**config.mk**
```make
export PLATFORM = sky130hd
export DESIGN_NAME = slicel_cfg_loader_flat
export DESIGN_NICKNAME = d
export VERILOG_FILES = /design/src/rtl/slicel_cfg_loader_if.sv /design/src/rtl/slicel_cfg_loader.sv /design/src/flat_wrapper.sv
export SDC_FILE = /design/constraint.sdc
export NUM_CORES = 1
export LEC_CHECK = 0
export BUFFER_PORTS_ARGS = -buffer_cell sky130_fd_sc_hd__clkbuf_2
export CORE_MARGIN = 1
export CORE_UTILIZATION = 50
export DETAILED_ROUTE_END_ITERATION = 12
export PLACE_DENSITY = 0.74
export RECOVER_POWER = 100
export SKIP_CTS_REPAIR_TIMING = 1
export SYNTH_ARGS = -nofsm -noshare
export SYNTH_HDL_FRONTEND = slang
export SYNTH_SLANG_ARGS = --single-unit
```
**constraint.sdc**
```tcl
create_clock -name clk -period 2.1 [get_ports clk]
set_clock_uncertainty 0.2 [all_clocks]
set_input_delay 0.21 -clock clk [delete_from_list [all_inputs] [get_ports clk]]
set_output_delay 0.21 -clock clk [all_outputs]
set_load 0.03 [all_outputs]
```
**src/rtl/slicel_cfg_loader_if.sv**
```systemverilog
// ---------------------------------------------------------------------------
// slicel_cfg_loader_if
//   Bitstream handshake bundle between the fabric config chain (master) and
//   a slicel configuration loader (slave).
//   cfg_start : begin/restart a load (1-cycle pulse), master -> slave
//   cfg_data  : bitstream word, WORD_W bits,          master -> slave
//   cfg_valid : cfg_data valid,                       master -> slave
//   cfg_ready : loader accepts a word this cycle,     slave  -> master
// ---------------------------------------------------------------------------
interface slicel_cfg_loader_if #(
   parameter int WORD_W = 8
);
   logic              cfg_start;
   logic [WORD_W-1:0] cfg_data;
   logic              cfg_valid;
   logic              cfg_ready;

   modport master (
      output cfg_start,
      output cfg_data,
      output cfg_valid,
      input  cfg_ready
   );

   modport slave (
      input  cfg_start,
      input  cfg_data,
      input  cfg_valid,
      output cfg_ready
   );
endinterface

```
**src/rtl/slicel_cfg_loader.sv**
```systemverilog
// ---------------------------------------------------------------------------
// slicel_cfg_loader
//   Receives a slice bitstream as WORD_W-bit words, assembles it in a shadow
//   register and commits the whole image atomically onto the slicel parallel
//   config buses. The slice is held in config mode (cen=1) until a commit
//   completes.
//
//   Packed image P = {regs, use_cc, mux, luts}; word k fills P[k*WORD_W +: WORD_W].
//   Pad bits of the last word above CFG_TOTAL are dropped.
//
// Ports
//   clk, rst_n            : clock, asynchronous active-low reset
//   cfg (slave modport)   : cfg_start / cfg_data / cfg_valid / cfg_ready
//   luts_config_in        : committed LUT configs (NUM_LUTS*CFG_SIZE)
//   inter_lut_mux_config  : committed f7/f8 mux config (MUX_LVLS)
//   config_use_cc         : committed carry-chain enable
//   regs_config_in        : committed register init values (2*NUM_LUTS)
//   cen                   : 1 = slice in config mode, 0 = run
//   cfg_done              : 1 = a valid committed config is present
//   cfg_err               : sticky protocol error (word offered outside a load)
// ---------------------------------------------------------------------------
module slicel_cfg_loader #(
   parameter  int S_XX_BASE = 4,
   parameter  int NUM_LUTS  = 4,
   parameter  int MUX_LVLS  = $clog2(NUM_LUTS),
   parameter  int WORD_W    = 8,
   localparam int CFG_SIZE  = 2 * (2 ** S_XX_BASE) + 1,
   localparam int LUT_BITS  = NUM_LUTS * CFG_SIZE,
   localparam int CFG_TOTAL = LUT_BITS + MUX_LVLS + 1 + 2 * NUM_LUTS,
   localparam int NUM_WORDS = (CFG_TOTAL + WORD_W - 1) / WORD_W
) (
   input  logic                     clk,
   input  logic                     rst_n,
   slicel_cfg_loader_if.slave       cfg,
   output logic [LUT_BITS-1:0]      luts_config_in,
   output logic [MUX_LVLS-1:0]      inter_lut_mux_config,
   output logic                     config_use_cc,
   output logic [2*NUM_LUTS-1:0]    regs_config_in,
   output logic                     cen,
   output logic                     cfg_done,
   output logic                     cfg_err
);

   localparam int CNT_W = $clog2(NUM_WORDS + 1);

   localparam int MUX_LSB  = LUT_BITS;
   localparam int CC_BIT   = LUT_BITS + MUX_LVLS;
   localparam int REGS_LSB = LUT_BITS + MUX_LVLS + 1;

   typedef enum logic [1:0] {
      ST_IDLE,
      ST_LOAD,
      ST_COMMIT,
      ST_DONE
   } state_t;

   state_t                  state_reg, state_next;
   logic [CNT_W-1:0]        cnt_reg;
   logic [CFG_TOTAL-1:0]    shadow_reg;
   logic [LUT_BITS-1:0]     luts_reg;
   logic [MUX_LVLS-1:0]     mux_reg;
   logic                    use_cc_reg;
   logic [2*NUM_LUTS-1:0]   regs_reg;
   logic                    cen_reg;
   logic                    done_reg;
   logic                    err_reg;

   logic                    ready_next;
   logic                    accept;
   logic                    commit;
   logic [NUM_WORDS-1:0]    word_sel;

   // ------------------------------------------------------------------
   // FSM: state register
   // ------------------------------------------------------------------
   always_ff @(posedge clk or negedge rst_n) begin
      if (!rst_n) begin
         state_reg <= ST_IDLE;
      end else begin
         state_reg <= state_next;
      end
   end

   // ------------------------------------------------------------------
   // FSM: next state and control strobes. cfg_start wins over everything,
   // including a word offered in the same cycle and a pending commit.
   // ------------------------------------------------------------------
   always_comb begin
      state_next = state_reg;
      ready_next = 1'b0;
      accept     = 1'b0;
      commit     = 1'b0;
      case (state_reg)
         ST_IDLE: begin
            if (cfg.cfg_start) begin
               state_next = ST_LOAD;
            end
         end
         ST_LOAD: begin
            ready_next = 1'b1;
            if (cfg.cfg_start) begin
               state_next = ST_LOAD;
            end else if (cfg.cfg_valid) begin
               accept = 1'b1;
               if (cnt_reg == CNT_W'(NUM_WORDS - 1)) begin
                  state_next = ST_COMMIT;
               end
            end
         end
         ST_COMMIT: begin
            if (cfg.cfg_start) begin
               state_next = ST_LOAD;
            end else begin
               commit     = 1'b1;
               state_next = ST_DONE;
            end
         end
         ST_DONE: begin
            if (cfg.cfg_start) begin
               state_next = ST_LOAD;
            end
         end
         default: begin
            state_next = ST_IDLE;
         end
      endcase
   end

   assign cfg.cfg_ready = ready_next;

   // ------------------------------------------------------------------
   // Word counter: cleared by any start, advanced per accepted word.
   // ------------------------------------------------------------------
   always_ff @(posedge clk or negedge rst_n) begin
      if (!rst_n) begin
         cnt_reg <= '0;
      end else if (cfg.cfg_start) begin
         cnt_reg <= '0;
      end else if (accept) begin
         cnt_reg <= cnt_reg + CNT_W'(1);
      end
   end

   // One-hot word strobe decoded from the counter.
   genvar gi;
   generate
      for (gi = 0; gi < NUM_WORDS; gi++) begin : g_word_sel
         assign word_sel[gi] = accept && (cnt_reg == CNT_W'(gi));
      end
   endgenerate

   // ------------------------------------------------------------------
   // Shadow image. Stored bit by bit so pad bits of the last word simply
   // have no storage; a restart discards any partial image.
   // ------------------------------------------------------------------
   always_ff @(posedge clk or negedge rst_n) begin
      if (!rst_n) begin
         shadow_reg <= '0;
      end else if (cfg.cfg_start) begin
         shadow_reg <= '0;
      end else begin
         for (int b = 0; b < CFG_TOTAL; b++) begin
            if (word_sel[b / WORD_W]) begin
               shadow_reg[b] <= cfg.cfg_data[b % WORD_W];
            end
         end
      end
   end

   // ------------------------------------------------------------------
   // Committed outputs: all fields load together on the COMMIT->DONE edge,
   // so the slice never sees a partially written image.
   // ------------------------------------------------------------------
   always_ff @(posedge clk or negedge rst_n) begin
      if (!rst_n) begin
         luts_reg   <= '0;
         mux_reg    <= '0;
         use_cc_reg <= 1'b0;
         regs_reg   <= '0;
      end else if (commit) begin
         luts_reg   <= shadow_reg[LUT_BITS-1:0];
         mux_reg    <= shadow_reg[MUX_LSB +: MUX_LVLS];
         use_cc_reg <= shadow_reg[CC_BIT];
         regs_reg   <= shadow_reg[REGS_LSB +: 2*NUM_LUTS];
      end
   end

   // Config-mode / done flags: commit releases the slice, any start
   // (relevant in DONE) puts it back into config mode.
   always_ff @(posedge clk or negedge rst_n) begin
      if (!rst_n) begin
         cen_reg  <= 1'b1;
         done_reg <= 1'b0;
      end else if (commit) begin
         cen_reg  <= 1'b0;
         done_reg <= 1'b1;
      end else if (cfg.cfg_start) begin
         cen_reg  <= 1'b1;
         done_reg <= 1'b0;
      end
   end

   // Sticky error: a word offered while no load is in progress.
   always_ff @(posedge clk or negedge rst_n) begin
      if (!rst_n) begin
         err_reg <= 1'b0;
      end else if (cfg.cfg_start) begin
         err_reg <= 1'b0;
      end else if (cfg.cfg_valid && (state_reg == ST_IDLE || state_reg == ST_DONE)) begin
         err_reg <= 1'b1;
      end
   end

   assign luts_config_in       = luts_reg;
   assign inter_lut_mux_config = mux_reg;
   assign config_use_cc        = use_cc_reg;
   assign regs_config_in       = regs_reg;
   assign cen                  = cen_reg;
   assign cfg_done             = done_reg;
   assign cfg_err              = err_reg;

endmodule

```
**src/flat_wrapper.sv**
```systemverilog
// flat-port wrapper written by rule: the top's interface ports become plain ports
module slicel_cfg_loader_flat 
#(
   parameter  int S_XX_BASE = 4,
   parameter  int NUM_LUTS  = 4,
   parameter  int MUX_LVLS  = $clog2(NUM_LUTS),
   parameter  int WORD_W    = 8,
   localparam int CFG_SIZE  = 2 * (2 ** S_XX_BASE) + 1,
   localparam int LUT_BITS  = NUM_LUTS * CFG_SIZE,
   localparam int CFG_TOTAL = LUT_BITS + MUX_LVLS + 1 + 2 * NUM_LUTS,
   localparam int NUM_WORDS = (CFG_TOTAL + WORD_W - 1) / WORD_W
)
  (clk, rst_n, luts_config_in, inter_lut_mux_config, config_use_cc, regs_config_in, cen, cfg_done, cfg_err, cfg_cfg_start, cfg_cfg_data, cfg_cfg_valid, cfg_cfg_ready);
  slicel_cfg_loader_if #(.WORD_W(WORD_W)) cfg_i ();
  input  logic clk;
  input  logic rst_n;
  output logic [LUT_BITS-1:0] luts_config_in;
  output logic [MUX_LVLS-1:0] inter_lut_mux_config;
  output logic config_use_cc;
  output logic [2*NUM_LUTS-1:0] regs_config_in;
  output logic cen;
  output logic cfg_done;
  output logic cfg_err;
  input wire logic [$bits(cfg_i.cfg_start)-1:0] cfg_cfg_start;
  input wire logic [$bits(cfg_i.cfg_data)-1:0] cfg_cfg_data;
  input wire logic [$bits(cfg_i.cfg_valid)-1:0] cfg_cfg_valid;
  output wire logic [$bits(cfg_i.cfg_ready)-1:0] cfg_cfg_ready;
  assign cfg_i.cfg_start = cfg_cfg_start;
  assign cfg_i.cfg_data = cfg_cfg_data;
  assign cfg_i.cfg_valid = cfg_cfg_valid;
  assign cfg_cfg_ready = cfg_i.cfg_ready;
  slicel_cfg_loader #(.S_XX_BASE(S_XX_BASE), .NUM_LUTS(NUM_LUTS), .MUX_LVLS(MUX_LVLS), .WORD_W(WORD_W)) u_core (.clk(clk), .rst_n(rst_n), .cfg(cfg_i), .luts_config_in(luts_config_in), .inter_lut_mux_config(inter_lut_mux_config), .config_use_cc(config_use_cc), .regs_config_in(regs_config_in), .cen(cen), .cfg_done(cfg_done), .cfg_err(cfg_err));
endmodule
```
* After elaboration in Yosys (flattened, before gate mapping)
Cells that the tools add are included.
** Storage, ports and cells
- Register bits after elaboration :: 296
- Input port bits :: 12
** Operators by class
- Equality and inequality tests :: 23
- Muxes and demuxes :: 164
- $add $sub $neg :: 1
- Reduce and logical (&&, ||, !) cells :: 45
** Operators with widths (number)
- 1-bit two-way mux :: 155
- 143-bit two-way mux :: 1
- 2-bit nonzero test :: 21
- 5-bit by 4-bit equality test with 1-bit output, second input constant :: 8
- 5-bit by 3-bit equality test with 1-bit output, second input constant :: 4
- 1-bit logical AND :: 19
- 5-bit by 2-bit equality test with 1-bit output, second input constant :: 2
- 5-bit equality test, second input constant :: 2
- 2-bit two-way mux :: 5
- 5-bit two-way mux :: 2
- 2-bit case mux with 3 select lines :: 1
- 5-bit by 1-bit adder with 5-bit output, second input constant :: 1
- 5-bit by 1-bit equality test with 1-bit output, second input constant :: 1
- 5-bit logical NOT :: 1
- 2-bit equality test, second input constant :: 2
- 3-bit by 2-bit != test with 1-bit output, second input constant :: 1
- 3-bit != test, second input constant :: 1
- 3-bit AND reduction :: 1
- 2-bit by 1-bit equality test with 1-bit output, second input constant :: 1
- 2-bit logical NOT :: 1
- 2-bit by 1-bit != test with 1-bit output, second input constant :: 1
- 2-bit OR reduction :: 1
- 1-bit logical OR :: 1

* Logic depth before layout (Yosys ltp)
Gate-level depths: netlist of the first run.
- Depth in word-level cells :: 6
- Depth in mapped cells :: 8
- Depth with buffers taken out :: 6

* Least setup slack after synthesis of the first run
Ideal clock, no wire load.
- Path kind :: flip-flop to flip-flop
- From :: register u_core.state_reg[1]
- To :: register u_core.shadow_reg[128]
- Buffers on the path :: 2
- Cell stages (with the launch flop) :: 8
- Period minus slack after synthesis :: 2.275 ns
- Slack :: -0.175 ns
- Data arrival time :: 1.934 ns
- Required time :: 1.760 ns
- Path through :: dfrtp_1 > inv_1 > ha_1 > clkbuf_1 > and2_1 > buf_2 > nand4_1 > mux2i_1
** On the way
- Longest elaborated chain between the ends :: 4
** RTL lines
- start, declared :: RTL line slicel_cfg_loader.sv:57 : state_t state_reg, state_next;
- start signal, assigned :: RTL line slicel_cfg_loader.sv:80 : state_reg <= state_next;
- 2-bit by 1-bit equality test with 1-bit output :: RTL line slicel_cfg_loader.sv:93 : case (state_reg)
- 1-bit two-way mux :: RTL line slicel_cfg_loader.sv:93
- 1-bit logical AND :: RTL line slicel_cfg_loader.sv:148 : assign word_sel[gi] = accept && (cnt_reg == CNT_W'(gi));
- 2-bit nonzero test (no source line)
- end signal, assigned by index :: RTL line slicel_cfg_loader.sv:164 : shadow_reg[b] <= cfg.cfg_data[b % WORD_W];
- end, declared :: RTL line slicel_cfg_loader.sv:59 : logic [CFG_TOTAL-1:0] shadow_reg;
Every way passes these cells.
A chain may end at the register's enable or synchronous reset.

* Worst setup path in the final report of the first run
- From :: register u_core.cnt_reg[1]
- To :: register u_core.shadow_reg[6]
** On the way
- Longest elaborated chain between the ends :: 3
** RTL lines
- start, declared :: RTL line slicel_cfg_loader.sv:58 : logic [CNT_W-1:0] cnt_reg;
- start signal, assigned :: RTL line slicel_cfg_loader.sv:140 : cnt_reg <= cnt_reg + CNT_W'(1);
- 5-bit logical NOT :: RTL line slicel_cfg_loader.sv:148
- 1-bit logical AND :: RTL line slicel_cfg_loader.sv:148
- 2-bit nonzero test (no source line)
Every way passes these cells.

==> metrics.md, run 1 <==
| Metric | Value |
|---|---|
| Status | finished clean |
| Crit Path Category | flip-flop to flip-flop |
| Arr. time, crit path | 2300 ps |
| Max FFs per register | 143 |
| GRT Total Usage | 23.17% |
| Site Rows | 56 |
| Hold EP | u_core.regs_config_in[4]$_DFFE_PN0P_ |
| Mapped Cells | 945 |
| H-tree levels | 1 |
| Share of layout cells above drive strength 1 | 17.85% |
| Overflow after GRT | 0 |
| Total Nets Final | 1,133 |
| Largest net degree at the start of global routing | 98 |
| Pre-Repair DR Iteration Count | 5 |
| Ant diodes | 0 |
| Crit path cell chain | inv_2 -> ha_2 -> or4b_4 -> or3_4 -> o21ai_1 |
| CTS tree | built |
| Die X-Extent | 156.2 um |
| Top achievable clock speed | 0.4905 GHz |
| Clock insertion delay at the later pin of the skew report | 540 ps |
| Pwr Density | 861.2 nW/um^2 |
| Synth warn | 0 |
| Final Critical Period | 2039 ps |
| Startpoint Class | flip-flop |
| Leakage | 6.896 nW |
| Reg-to-Reg Start | u_core.cnt_reg[1]$_DFFE_PN0P_ |
| Mapped Area | 11,890 um^2 |
| Most frequent cells in the layout | 295 x dfrtp_1, 155 x clkbuf_1, 73 x mux2_2, 70 x mux2_1, 54 x nand2_1 |
| Area after DPL | 13,320 um^2 |
| Routed WL per cell | 19.14 um |
| Peak supply drop | 600.4 uV |
| Tcrit/Tclk final | 97.08% |
| Area delta synth->final | 19.20% |
| Clock Sinks | 296 |
| Async set-reset flop share out of synthesis | 100.0% |
| Commonest non-fill, non-tap cell in the layout | dfrtp_1 |
| Via density | 5.558 |
| R2R cell count | 5 |
| Final core utilization | 60.58% |
| Placed wire-length estimate | 17,680 um |
| Wire length of the first global-routing pass | 44,420 um |
| Final hold violations | 0 |
| Via Count | 8,093 |
| Hold Crit Depth | 1 |
| Crit end category | flip-flop |
| Die height | 156.2 um |
| Worst EP required | 2360 ps |
| Worst-Margin Slew | 1320 ps |
| CTS Buffer Depth | 3 |
| DR DRC count | 0 |
| Final instance area | 14,180 um^2 |
| Max stage delay cell, worst path | or4b_4 |
| Post-synthesis net count | 964 |
| Post-synthesis register bit count | 296 |
| Min-delay src | u_core.regs_config_in[4]$_DFFE_PN0P_ |
| RR Endpoint | u_core.shadow_reg[6]$_DFFE_PN0P_ |
| EDFF count, synth | 0 |
| Final Routed Wirelength | 27,870 um |
| I/O Buffers | 158 |
| DRT iter0 DRCs | 454 |
| # IOs | 159 |
| Clock-pin transition on the worst setup and hold timing paths | 60 ps |
| Hold Path Class | flip-flop to flip-flop |
| Vias in the first global route | 8,079 |
| Pins Over Slew Limit | 0 |
| CP Launch Point | u_core.cnt_reg[1]$_DFFE_PN0P_ |
| Sequential fraction of the synthesis area | 62.29% |
| TritonCTS Buffers | 30 |
| # setup viols final | 0 |
| Core box area | 23,400 um^2 |
| Worst Slack Setup Final | 61.30 ps |
| Initial antenna violation count | 0 |
| Reg2Reg Setup Slack | 60 ps |
| Slew HR | 11.97% |
| CP max FO | 8 |
| Placer Congestion | 0.7426 |
| Starting Density | 50.82% |
| Syn Area/Cell | 12.59 um^2 |
| Worst hold slack | 285.0 ps |
| Clk root buf | clkbuf_16 |
| Max_cap viols | 0 |
| Die area | 24,410 um^2 |
| Dominant synthesized flop cell | dfrtp_1 |
| Routed Antenna Nets | 0 |
| CP max stage delay | 460 ps |
| Post-synthesis cell type count | 43 |
| # fillers | 1,998 |
| Dpl ws | 69.56 ps |
[critical path, delay by kind of cell (launching register included)]
kind            cells  cell delay, ps
flops               1             430
buf+inv             1              80
compound gates      1             160
fa+ha+maj           1             160
simple gates        2             920
[where the power goes]
part | internal [mW] | switching, mW | total, mW
Sequential | 5.79 | 0.0641 | 5.86
Clock | 3.10 | 2.14 | 5.25
Combinational | 0.352 | 0.755 | 1.11
Total | 9.25 | 2.96 | 12.2
[final cells by class]
type                    count  area [um^2]  share of cell area, %
clock inverters             8        72.57                 0.5119
well taps                 319        399.1                  2.815
flip-flops and latches    296         7408                  52.26
clock buffers              47        915.9                  6.460
repair buffers            222         1194                  8.419
inverters                   8        30.03                 0.2118
multi-input cells         556         4158                  29.33
[metrics by stage]
step | power (mW) | TNS, ps | cells
global route | 12.64 | -48.70 | 1456
floorplan | 6.548 | -19.88 | 945
CTS | 12.28 | 0 | 1444
detailed placement | 7.038 | 0 | 1389
global placement | 7.014 | 0 | 1389
finish | 12.21 | 0 | 1456
[synthesized netlist by cell type, drive strengths merged, types with 2 or more instances]
master	count	area, um^2
and3	3	18.77
a21oi	48	240.2
buf	24	108.9
dfrtp	295	7382
inv	8	30.03
nand3	48	240.2
and2	2	12.51
mux2	143	1610
nand3b	4	30.03
and3b	4	35.03
nand2	55	206.5
mux2i	36	360.4
nand4bb	4	45.04
nand4	5	31.28
o211ai	48	360.4
or3b	2	17.52
or3	7	43.79
nand2b	3	18.77
or4b	2	20.02
nor3	7	35.03
a31o	6	52.55
nor2	7	28.78
o21ai	103	515.5
clkbuf	61	229.0
ha	7	87.58
[per-layer routing]
layer	global-route usage [%]	wire (um)	vias to the layer above	part of all wire [%]
met4	6.396	569	0	2.0
met5	0	0	-	0
met1	32.80	12300	4065	44
li1	-	-	3717	-
met3	3.600	1602	47	5.7
met2	37.27	13400	264	48
[kinds of logic after synthesis]
family          Yosys count  synth area share, %
fa+ha+maj                 7               0.7363
flops                   296                62.29
compound gates          210                10.16
simple gates            158                7.006
buf+inv                  93                3.093
mux                     179                16.57
xor+xnor                  2               0.1473
[how the worst max path moves through the flow]
stage	slack (ps)	to	cells past startpoint
global route	-20	u_core.shadow_reg[6]$_DFFE_PN0P_	5
detailed placement	70	u_core.shadow_reg[0]$_DFFE_PN0P_	5
global placement	110	u_core.shadow_reg[7]$_DFFE_PN0P_	5
finish	60	u_core.shadow_reg[6]$_DFFE_PN0P_	5
CTS	10	u_core.shadow_reg[0]$_DFFE_PN0P_	5
floorplan	-3	u_core.shadow_reg[0]$_DFFE_PN0P_	7
(Power assumes the default switching activity.)
==> run 2, diff against run 1 <==
--- a/config.mk
+++ b/config.mk
@@ -9,7 +9,7 @@
 export CORE_MARGIN = 1
 export CORE_UTILIZATION = 50
 export DETAILED_ROUTE_END_ITERATION = 12
-export PLACE_DENSITY = 0.74
+export PLACE_DENSITY = 0.72
 export RECOVER_POWER = 100
 export SKIP_CTS_REPAIR_TIMING = 1
 export SYNTH_ARGS = -nofsm -noshare
==> constraint.sdc (replaced) <==
create_clock -name clk -period 1.9 [get_ports clk]
set_clock_uncertainty 0.2 [all_clocks]
set_input_delay 0.38 -clock clk [delete_from_list [all_inputs] [get_ports clk]]
set_output_delay 0.38 -clock clk [all_outputs]
set_load 0.03 [all_outputs]
==> run 2 against run 1 <==
Compared with the run above:
- the run now ends with setup timing left
- wire length up 1.9%
- maximum frequency up 1.3%
- non-clock buffer count up 22
- total power up 14%
- critical path depth unchanged
- register-to-register slack worse by 170 ps
- critical endpoint is now u_core.shadow_reg[5]$_DFFE_PN0P_
- largest power group unchanged
==> metrics.md, run 2 (same netlist as run 1, synthesis figures left out) <==
| Metric | Value |
|---|---|
| Core box area | 23,400 um^2 (unchanged) |
| Crit end category | flip-flop (unchanged) |
| Via Count | 8,239 (was 8,093) |
| Worst EP required | 2170 ps (was 2360 ps) |
| Status | finished with violations (was finished clean) |
| Site Rows | 56 (unchanged) |
| # setup viols final | 18 (was 0) |
| Placed wire-length estimate | 18,400 um (was 17,680 um) |
| RSZ-0062 raised after global routing | true |
| Final Critical Period | 2013 ps (was 2039 ps) |
| Vias in the first global route | 8,156 (was 8,079) |
| Delay-heaviest family, CP | simple AND/OR/NAND/NOR gates (unchanged) |
| Final Routed Wirelength | 28,410 um (was 27,870 um) |
| CP max FO | 8 (unchanged) |
| DR DRC count | 0 (unchanged) |
| Max_cap viols | 0 (unchanged) |
| Via density | 5.578 (was 5.558) |
| Worst-Margin Slew | 1118 ps (was 1320 ps) |
| Startpoint Class | flip-flop (unchanged) |
| Leakage | 7.622 nW (was 6.896 nW) |
| Pwr Density | 938.6 nW/um^2 (was 861.2 nW/um^2) |
| Placer Congestion | 0.7641 (was 0.7426) |
| Share of layout cells above drive strength 1 | 35.52% (was 17.85%) |
| Placed Cells incl. Taps | 1,410 (was 1,389) |
| DRT iter0 DRCs | 577 (was 454) |
| GRT Total Usage | 23.51% (was 23.17%) |
| Largest net degree at the start of global routing | 73 (was 98) |
| Non-Filler Instances | 1,477 (was 1,456) |
| Tcrit/Tclk final | 105.9% (was 97.08%) |
| Arr. time, crit path | 2280 ps (was 2300 ps) |
| Clk root buf | clkbuf_16 (unchanged) |
| Max FFs per register | 143 (unchanged) |
| Starting Density | 50.82% (unchanged) |
| Top achievable clock speed | 0.4969 GHz (was 0.4905 GHz) |
| Die area | 24,410 um^2 (unchanged) |
| Pre-Repair DR Iteration Count | 6 (was 5) |
| Die X-Extent | 156.2 um (unchanged) |
| Area delta synth->final | 24.64% (was 19.20%) |
| Clock Sinks | 296 (unchanged) |
| I/O Buffers | 158 (unchanged) |
| Total Nets Final | 1,154 (was 1,133) |
| CP max stage delay | 480 ps (was 460 ps) |
| Setup_tns | -1333 ps (was 0 ps) |
| Routed WL per cell | 19.23 um (was 19.14 um) |
| Wire length of the first global-routing pass | 44,760 um (was 44,420 um) |
| Pins Over Slew Limit | 0 (unchanged) |
| Commonest non-fill, non-tap cell in the layout | dfrtp_1 (unchanged) |
| Pwr Total | 13.91 mW (was 12.21 mW) |
| Slew HR | 25.46% (was 11.97%) |
| Crit path cell chain | inv_2 -> ha_4 -> or4b_4 -> or3_4 -> o21ai_2 (was inv_2 -> ha_2 -> or4b_4 -> or3_4 -> o21ai_1) |
| TritonCTS Buffers | 29 (was 30) |
| Crit Path Category | flip-flop to flip-flop (unchanged) |
| Peak supply drop | 820.1 uV (was 600.4 uV) |
| Violated checks | setup timing |
| Hold Path Class | input port to flip-flop (was flip-flop to flip-flop) |
| Most frequent cells in the layout | 295 x dfrtp_1, 160 x clkbuf_2, 73 x mux2_2, 70 x mux2_1, 54 x buf_4 (was 295 x dfrtp_1, 155 x clkbuf_1, 73 x mux2_2, 70 x mux2_1, 54 x nand2_1) |
| Overflow after GRT | 0 (unchanged) |
| Final hold violations | 0 (unchanged) |
| Clock insertion delay at the later pin of the skew report | 540 ps (about the same) |
| Clock-pin transition on the worst setup and hold timing paths | 70 ps (was 60 ps) |
| Initial antenna violation count | 2 (was 0) |
| Max stage delay cell, worst path | or4b_4 (unchanged) |
| Routed Antenna Nets | 0 (unchanged) |
| H-tree levels | 1 (unchanged) |
| Die height | 156.2 um (unchanged) |
| # IOs | 159 (unchanged) |
| CTS tree | built (unchanged) |
| CTS Buffer Depth | 3 (unchanged) |
| Worst Slack Setup Final | -112.6 ps (was 61.30 ps) |
| Buf+Inv Stages, Crit Path | 1 (unchanged) |
run 2: cell count changes in the layout (fill, tap and decap cells not counted), moves of 5 or more:
cell           before  now
clkbuf_2           11  160
clkbuf_1          155   10
or3_4               1    6
o21ai_2             2   12
buf_4              39   54
clkbuf_8            8    2
o21ai_0            50   39
or3_1               6    1
buf_12              5   14
dlygate4sd3_1      11    2
run 2: cell type report:
type | count | area [um^2]
Multi-Input combinational cell | 556 | 4339
Fill cell | 1846 | 8578
Antenna cell | 1 | 2.502
Clock inverter | 13 | 193.9
Tap cell | 319 | 399.1
Timing Repair Buffer | 244 | 1664
Inverter | 8 | 30.03
Clock buffer | 40 | 787.0
Sequential cell | 296 | 7408
run 2: power by group:
part | internal, mW | leakage (nW) | switching (mW) | total, mW
clock | 3.57 | 0.485 | 2.34 | 5.91
sequential | 6.40 | 4.12 | 0.0671 | 6.47
combinational | 0.592 | 3.02 | 0.948 | 1.54
run 2: final timing paths:
path / from / to / slack [ps] / cells after the start
max reg2reg: u_core.cnt_reg[1]$_DFFE_PN0P_ / u_core.shadow_reg[5]$_DFFE_PN0P_ / -110 / 5
max in group asynchronous: rst_n / u_core.luts_config_in[93]$_DFFE_PN0P_ / 120 / 3
min in group asynchronous: rst_n / u_core.shadow_reg[50]$_DFFE_PN0P_ / 410 / 2
min: cfg_cfg_data[4] / u_core.shadow_reg[44]$_DFFE_PN0P_ / 10 / 3
min reg2reg: u_core.cen$_DFFE_PN1P_ / u_core.cen$_DFFE_PN1P_ / 270 / 2
max: u_core.cnt_reg[1]$_DFFE_PN0P_ / u_core.shadow_reg[5]$_DFFE_PN0P_ / -110 / 5
run 2: tightest hold or removal path: stages:
cell      delay [ps]
clkbuf_2         170
nand3_1          110
a21oi_1           60
run 2: through the flow:
| stage | util [%] | hold slack [ps] | worst slack [ps] | instance area [um^2] |
|---|---|---|---|---|
| 3_3_place_gp | 58.04 | 95.92 | -57.31 | 13580 |
| 2_1_floorplan | - | -115.6 | -191.2 | 12010 |
| 5_1_grt | 63.33 | 17.02 | -163.9 | 14820 |
| 6_report | 63.34 | 12.34 | -112.6 | 14820 |
| 4_1_cts | 62.23 | -473.8 | -269.8 | 14560 |
| 3_5_place_dp | 58.04 | 97.59 | -113.5 | 13580 |
run 2: per-layer routing:
layer  share of wire [%]  global-route usage (%)  up-vias
li1                    -                       -     3765
met1                  43                   32.74     4179
met2                  49                   38.61      255
met4                 1.8                   5.929        2
met3                 6.0                   3.794       38
met5               0.039                       0        -
==> run 3, diff against run 2 <==
--- a/config.mk
+++ b/config.mk
@@ -9,7 +9,7 @@
 export CORE_MARGIN = 1
 export CORE_UTILIZATION = 50
 export DETAILED_ROUTE_END_ITERATION = 12
-export PLACE_DENSITY = 0.72
+export PLACE_DENSITY = 0.74
 export RECOVER_POWER = 100
 export SKIP_CTS_REPAIR_TIMING = 1
 export SYNTH_ARGS = -nofsm -noshare
==> constraint.sdc (replaced) <==
create_clock -name clk -period 1.8 [get_ports clk]
set_clock_uncertainty 0.2 [all_clocks]
set_input_delay 0.36 -clock clk [delete_from_list [all_inputs] [get_ports clk]]
set_output_delay 0.36 -clock clk [all_outputs]
set_load 0.03 [all_outputs]
==> run 3 against run 2 <==
Compared with the run above:
- the run ends with hold timing, setup timing left
- sequential cell count is the same
- first-iteration DRC count shrank 3.3%
- register-to-register slack worse by 120 ps
- critical path depth down 1
- via count up 3.8%
- combinational power is 16% higher
==> metrics.md, run 3 (same netlist as run 1, synthesis figures left out) <==
| Metric | Value |
|---|---|
| Final Routed Wirelength | 30,660 um (was 28,410 um) |
| Site Rows | 56 (unchanged) |
| Via density | 5.724 (was 5.578) |
| Die X-Extent | 156.2 um (unchanged) |
| Initial antenna violation count | 1 (was 2) |
| Crit end category | output pin (was flip-flop) |
| Routed WL per cell | 20.52 um (was 19.23 um) |
| Area delta synth->final | 30.79% (was 24.64%) |
| Worst-Margin Slew | 1297 ps (was 1118 ps) |
| Via Count | 8,551 (was 8,239) |
| Status | finished with violations (unchanged) |
| Met2 global-route usage | 39.07% (was 38.61%) |
| Max FFs per register | 143 (unchanged) |
| DR DRC count | 0 (unchanged) |
| Share of layout cells above drive strength 1 | 41.82% (was 35.52%) |
| Pre-Repair DR Iteration Count | 5 (was 6) |
| Most frequent cells in the layout | 294 x dfrtp_1, 157 x clkbuf_2, 72 x mux2_2, 70 x mux2_1, 49 x buf_4 (was 295 x dfrtp_1, 160 x clkbuf_2, 73 x mux2_2, 70 x mux2_1, 54 x buf_4) |
| M3 GR Usage | 3.739% (was 3.794%) |
| Largest net degree at the start of global routing | 70 (was 73) |
| I/O Buffers | 158 (unchanged) |
| Startpoint Class | flip-flop (unchanged) |
| Pwr Density | 982.4 nW/um^2 (was 938.6 nW/um^2) |
| Violated checks | hold timing, setup timing (was setup timing) |
| Clock-pin transition on the worst setup and hold timing paths | 70 ps (about the same) |
| RSZ-0062 raised after global routing | true (unchanged) |
| Die area | 24,410 um^2 (unchanged) |
| CTS tree | built (unchanged) |
| TritonCTS Buffers | 30 (was 29) |
| Top achievable clock speed | 0.4900 GHz |
| Multi-input logic area | 4693 um^2 (was 4339 um^2) |
| Vias in the first global route | 8,359 (was 8,156) |
| GRT Total Usage | 23.67% (was 23.51%) |
| # fillers | 1,743 (was 1,846) |
| CP max stage delay | 400 ps (was 480 ps) |
| Crit Path Category | flip-flop to output pin (was flip-flop to flip-flop) |
| Arr. time, crit path | 1480 ps (was 2280 ps) |
| Max_cap viols | 0 (unchanged) |
| # setup viols final | 180 (was 18) |
| Hold Path Class | input port to flip-flop (unchanged) |
| Clock Sinks | 296 (unchanged) |
| Wire length of the first global-routing pass | 45,310 um (was 44,760 um) |
| CP max FO | 4 (was 8) |
| Final hold violations | 1 (was 0) |
| Total Nets Final | 1,169 (was 1,154) |
| Leakage | 7.935 nW (was 7.622 nW) |
| Pins Over Slew Limit | 0 (unchanged) |
| Overflow after GRT | 0 (unchanged) |
| Tcrit/Tclk final | 113.4% |
| Peak supply drop | 776.0 uV (was 820.1 uV) |
| Clk root buf | clkbuf_16 (unchanged) |
| # IOs | 159 (unchanged) |
| Routed Antenna Nets | 0 (unchanged) |
| Worst hold slack | -0.009937 ps (was 12.34 ps) |
| Placer Congestion | 0.7929 (was 0.7641) |
| H-tree levels | 1 (unchanged) |
| Reg2Reg Setup Slack | -230 ps (was -110 ps) |
| CP dominant cell by count | buf_6 |
| Commonest non-fill, non-tap cell in the layout | dfrtp_1 (unchanged) |
| Final Critical Period | 2041 ps |
| Clock insertion delay at the later pin of the skew report | 550 ps (was 540 ps) |
| Placed wire-length estimate | 18,430 um (was 18,400 um) |
| Starting Density | 50.82% (unchanged) |
| Crit path cell chain | buf_6 -> ha_4 -> buf_6 -> buf_8 (was inv_2 -> ha_4 -> or4b_4 -> or3_4 -> o21ai_2) |
| Max stage delay cell, worst path | dfrtp_1 (was or4b_4) |
| Setup_tns | -18,580 ps (was -1333 ps) |
| Core box area | 23,400 um^2 (unchanged) |
| Die height | 156.2 um (unchanged) |
| Register area | 7410 um^2 (was 7408 um^2) |
| Worst Slack Setup Final | -240.9 ps (was -112.6 ps) |
| GRT busiest layer | met2 (unchanged) |
| Met1 Resource Use GR | 32.90% (was 32.74%) |
| Worst EP required | 1240 ps (was 2170 ps) |
| Slew HR | 13.51% (was 25.46%) |
| CTS Buffer Depth | 3 (unchanged) |
| DRT iter0 DRCs | 558 (was 577) |
## run 3: cell count changes in the layout (fill, tap and decap cells not counted), moves of 8 or more
cell	before	now
nand2_1	53	43
buf_6	7	15
o21ai_1	52	21
o21ai_2	12	48
clkbuf_8	2	11
## run 3: stage by stage
stage / cells / worst slack [ps] / util (%) / area, um^2 / power, mW
2_1_floorplan: 945 / -291.2 / - / 12050 / 7.718
3_3_place_gp: 1412 / -157.3 / 58.31 / 13650 / 8.329
3_5_place_dp: 1412 / -237.1 / 58.31 / 13650 / 8.356
4_1_cts: 1468 / -390.0 / 62.97 / 14740 / 15.00
5_1_grt: 1493 / -286.8 / 66.46 / 15550 / 15.78
6_report: 1494 / -240.9 / 66.47 / 15560 / 15.28
## run 3: path summary, 6_finish.rpt
path	start	to	depth (start not counted)
worst max-delay path	u_core.state_reg[0]$_DFFE_PN0P_	cfg_cfg_ready	4
worst min-delay path	cfg_cfg_data[3]	u_core.shadow_reg[59]$_DFFE_PN0P_	3
worst max register to register	u_core.state_reg[1]$_DFFE_PN0P_	u_core.shadow_reg[58]$_DFFE_PN0P_	8
worst min register to register	u_core.shadow_reg[130]$_DFFE_PN0P_	u_core.luts_config_in[130]$_DFFE_PN0P_	1
max in group asynchronous	rst_n	u_core.cen$_DFFE_PN1P_	3
min in group asynchronous	rst_n	u_core.regs_config_in[7]$_DFFE_PN0P_	2
## run 3: report_power, final
group	total (mW)	leakage, nW	internal [mW]	switching (mW)
Combinational	1.78	3.28	0.687	1.09
Clock	6.67	0.542	4.12	2.55
Sequential	6.83	4.11	6.76	0.0744
## run 3: area by class of cell
| type | instances | area share (%) |
|---|---|---|
| flip-flops and latches | 296 | 47.63 |
| multi-input cells | 558 | 30.17 |
| repair buffers | 256 | 12.41 |
| clock buffers | 44 | 5.944 |
| well taps | 319 | 2.566 |
| clock inverters | 12 | 1.070 |
| inverters | 8 | 0.1930 |
| diodes | 1 | 0.01609 |
## run 3: per-layer routing
metal  vias up  routed length (um)
met1      4406               13230
met4         0                 739
li1       3795                   -
met2       285               15050
met5         -                   0
met3        65                1638
## run 3: critical path, delay by kind of cell, from the launching register on
family / cells / cell delay (ps)
flip-flops: 1 / 400
adder cells (fa/ha/maj): 1 / 160
buffers and inverters: 3 / 370
